### config.mk
export PLATFORM = sky130hd
export DESIGN_NAME = decoder_3_8
export DESIGN_NICKNAME = d
export VERILOG_FILES = /design/src/rtl/decoder_3_8.sv
export SDC_FILE = /design/constraint.sdc
export NUM_CORES = 1
export LEC_CHECK = 0
export BUFFER_PORTS_ARGS = -buffer_cell sky130_fd_sc_hd__buf_2
export CAP_MARGIN = 30
export CORE_AREA = 10 10 47 49
export DETAILED_ROUTE_END_ITERATION = 10
export DIE_AREA = 0 0 57 59
export PLACE_DENSITY_LB_ADDON = 0.05
export SLEW_MARGIN = 10
export SYNTH_ARGS = -nofsm -noshare
export SYNTH_HDL_FRONTEND = slang
export SYNTH_SLANG_ARGS = --single-unit
### constraint.sdc
create_clock -name clka -period 0.8 [get_ports clka]
set_input_delay 0.04 -clock clka [delete_from_list [all_inputs] [get_ports clka]]
set_output_delay 0.04 -clock clka [all_outputs]
set_load 0.01 [all_outputs]
### src/rtl/decoder_3_8.sv
// Registered 3-to-8 decoder: one-hot Out (or one-cold when OUT_ACTIVE_LOW), 1-cycle latency, no backpressure.
// Optional divide-by-2 clock output clkb_out is built only when DECODER_3_8_CLKDIV_EN is defined.
module decoder_3_8 #(
  parameter bit OUT_ACTIVE_LOW = 1'b0
) (
  input  logic       clka,
  input  logic       rst_n,
  input  logic       E,
  input  logic [2:0] In,
  output logic [7:0] Out,
  output logic       Out_vld
`ifdef DECODER_3_8_CLKDIV_EN
  ,
  output logic       clkb_out
`endif
);

  localparam logic [7:0] IDLE_WORD = OUT_ACTIVE_LOW ? 8'hFF : 8'h00;

  logic [7:0] one_hot;

  // In is only looked at under E, so an undriven select cannot leak into Out.
  always_comb begin
    one_hot = 8'h00;
    if (E) one_hot = 8'(1) << In;
  end

  always_ff @(posedge clka) begin
    if (!rst_n) begin
      Out     <= IDLE_WORD;
      Out_vld <= 1'b0;
    end else begin
      Out     <= OUT_ACTIVE_LOW ? ~one_hot : one_hot;
      Out_vld <= E;
    end
  end

`ifdef DECODER_3_8_CLKDIV_EN
  always_ff @(posedge clka) begin
    if (!rst_n) clkb_out <= 1'b0;
    else        clkb_out <= ~clkb_out;
  end
`endif

endmodule

* Word level (Yosys, flattened, before mapping)
Index checks and enable logic that the tools add are counted.
Storage, ports and cells: word-level logic and storage cells 4, register bits 9, output and inout bits 9, input bits 6
Cells by class: reductions and logical operators 1, shift-type cells 1
Operator list (number):
- 1-bit by 3-bit << shifter with 8-bit output, first input constant | 1
- 2-bit AND reduction | 1

* Logic depth before layout (Yosys ltp)
word-level depth 1, mapped depth 2, gate-level depth less buffers 2

* Least setup slack after synthesis
OpenSTA, ideal clock, no wires.
path kind flip-flop to output port, start reg Out[0], end out Out[0], path slack 0.429 ns, arrival time 0.331 ns, cell stages (with the launch flop) 1, required time 0.760 ns, path buffers 0, path through dfxtp_1
RTL lines:
- from (decl) | RTL line 10 | output logic [7:0] Out,
- from (signal assigned) | RTL line 33 | Out <= OUT_ACTIVE_LOW ? ~one_hot : one_hot;
No word-level cell between the ends.

* Worst setup path after layout
start in In[2], end reg Out[1]
On the way: longest elaborated chain between the ends 1
RTL lines:
- from (decl) | RTL line 9 | input logic [2:0] In,
- 1-bit by 3-bit << shifter with 8-bit output | RTL line 25 | if (E) one_hot = 8'(1) << In;
Every way passes these cells. A chain may end at the register's enable or synchronous reset.

==> out/metrics.cfg <==
[yosys]
synth-seq-cells=9
syn_area_um2=276.5
yosys-mux-area-fraction_pct=0
ys_warn_count=0
synth_area_per_cell_um2=12.02
synthCells=23
syn_nets=29
synthAdderAreaFrac_pct=0
synth_top_family_by_area=simple AND/OR/NAND/NOR gates
ys_seq_area_share_pct=65.16
synth.distinct_cells=8
synth_compound_area_share_pct=0
synth_simple_gate_area_share_pct=34.84
synth_xor_area_share_pct=0

[critical_path]
cp-startpoint=In[2]
start_kind=input port
crit_family=buffers and inverters
critPathRequiredTime_ps=1000
crit_arrival_ps=950
cpPeakStageDelay_ps=540
cp_cell_sequence=dlygate4sd3_1 -> buf_6 -> nand2b_4 -> nor2_2
cpMaxStageDelayCell=dlygate4sd3_1
crit_type=input port to flop
path_buf_inv=2
worstPathMaxFanout=5
cp-end-kind=flop

[floorplanning]
io_pins=15
start_util_pct=19.73
rows=14
die_w_um=57
die_y_um=59
coreArea_um2=1401
die_area_um2=3363

[routing]
firstDrtPassIters=2
avgRoutedWirePerCell_um=11.02
drt_iter0_markers=1
drtAntennaViolNets=0
via_per_inst=3.759
wirelength_um=639
drc=0
vias=218

[final_layout]
area_growth_pct=54.30
antennaDiodeCount=0
drive_above_1_share_pct=54.76
nets=49
fill_cells=180

[sta]
hold_viol=0
slew_viol_final=0
worst_slew_pin_slew_ps=263.4
finalCritPeriodShare_pct=94.31
slew_headroom_pct=82.44
setup_tns_ps=0
fin_crit_ps=754.5
final-setup-viol-count=0
rsz0062_at_grt=false
fmax_mhz=1325

[cts]
clockRootBuffer=clkbuf_4
htree_num_levels=1
cts.path.max_buffers=2
clk_pin_slew_ps=60
cts.sinks=9
cts-buffers-inserted=3
postCtsSetupBuffers=0
cts_tree=yes

[global_routing]
grt_antenna_before_repair=0
track_usage_pct=4.423
grt_pass1_wl_um=1097
overflow=0
first_global_vias=259
grt_max_degree=6

[worst_hold_path]
worstHoldPathType=input port to flop
min-delay-start=rst_n

[placement]
portBuffers=14
gp_congestion=0.6330

[status]
status=finished clean

[power]
finalPower_uw=878.2
power_leakage_nw=0.2168
peakVddDrop_mv=0.8640
power.density_nw_per_um2=2058

[run]
drv_cap=0

-- layout make-up --
| class | count | area, um2 | share of cell area (%) |
|---|---|---|---|
| multi-input cells | 14 | 106.4 | 24.93 |
| clock buffers | 4 | 26.28 | 6.158 |
| flip-flops and latches | 9 | 180.2 | 42.23 |
| repair buffers | 15 | 93.84 | 21.99 |
| well taps | 16 | 20.02 | 4.692 |
-- flip-flops by register name, indices dropped and copies added (netlist names) --
register / cells
Out: 8
Out_vld: 1
-- repair_timing --
item	CTS	global route
endpoints found under the setup margin	0	4
hold buffers	2	0
gates resized for setup	0	5
endpoints found under the hold margin	1	0
-- metrics by stage --
stage | hold slack (ps) | cell area [um2] | cells | setup slack, ps | util [%]
after global routing | 71.48 | 426.7 | 58 | 9.251 | 30.45
final | 78.12 | 426.7 | 58 | 45.49 | 30.45
after CTS | 67.57 | 412.9 | 59 | 21.14 | 29.46
after floorplan | 109.0 | 276.5 | 23 | 429.2 | -
after detailed placement | 276.8 | 366.6 | 53 | 282.7 | 26.16
after global placement | 280.1 | 366.6 | 53 | 282.6 | 26.16
-- final timing paths --
check | to | slack [ps] | depth (start not counted)
min | Out_vld$_SDFF_PN0_ | 80 | 2
max | Out[1]$_SDFF_PP0_ | 50 | 4
-- cells by family (layout without fill, tap and decap cells) --
group | Yosys count | after routing
buffers and inverters | 0 | 19
and+or+nand+nor | 14 | 14
DFF | 9 | 9
-- layout by cell type (no fill, tap or decap) --
| cell type | count |
|---|---|
| and2_2 | 1 |
| buf_2 | 12 |
| buf_6 | 1 |
| clkbuf_1 | 1 |
| clkbuf_4 | 3 |
| dfxtp_1 | 9 |
| dlygate4sd3_1 | 1 |
| dlymetal6s4s_1 | 1 |
| nand2_1 | 1 |
| nand2b_1 | 1 |
| nand2b_4 | 1 |
| nand3_2 | 1 |
| nand3b_4 | 1 |
| nor2_1 | 5 |
| nor2_2 | 1 |
| nor3_2 | 2 |
-- power by group --
group	internal, mW	switching [mW]
clock	0.192	0.150
sequential	0.457	0.00169
combinational	0.0391	0.0384
-- metal layers --
metal / track usage, % / vias to the layer above / part of all wire [%]
li1: - / 110 / -
met1: 3.477 / 100 / 33
met5: 0 / - / 0
met4: 5.034 / 0 / 0.63
met3: 2.575 / 2 / 9.5
met2: 7.132 / 6 / 57
-- synthesized netlist by cell type --
master    count  share of area, %
nor3_2        2               7.2
dfxtp_1       9                65
nor2_1        6               8.1
nand2_1       1               1.4
and2_2        1               2.7
nand2b_1      2               4.5
nand3_2       1               3.6
nand3b_4      1               7.2
Power figures use the tool's default switching activity.
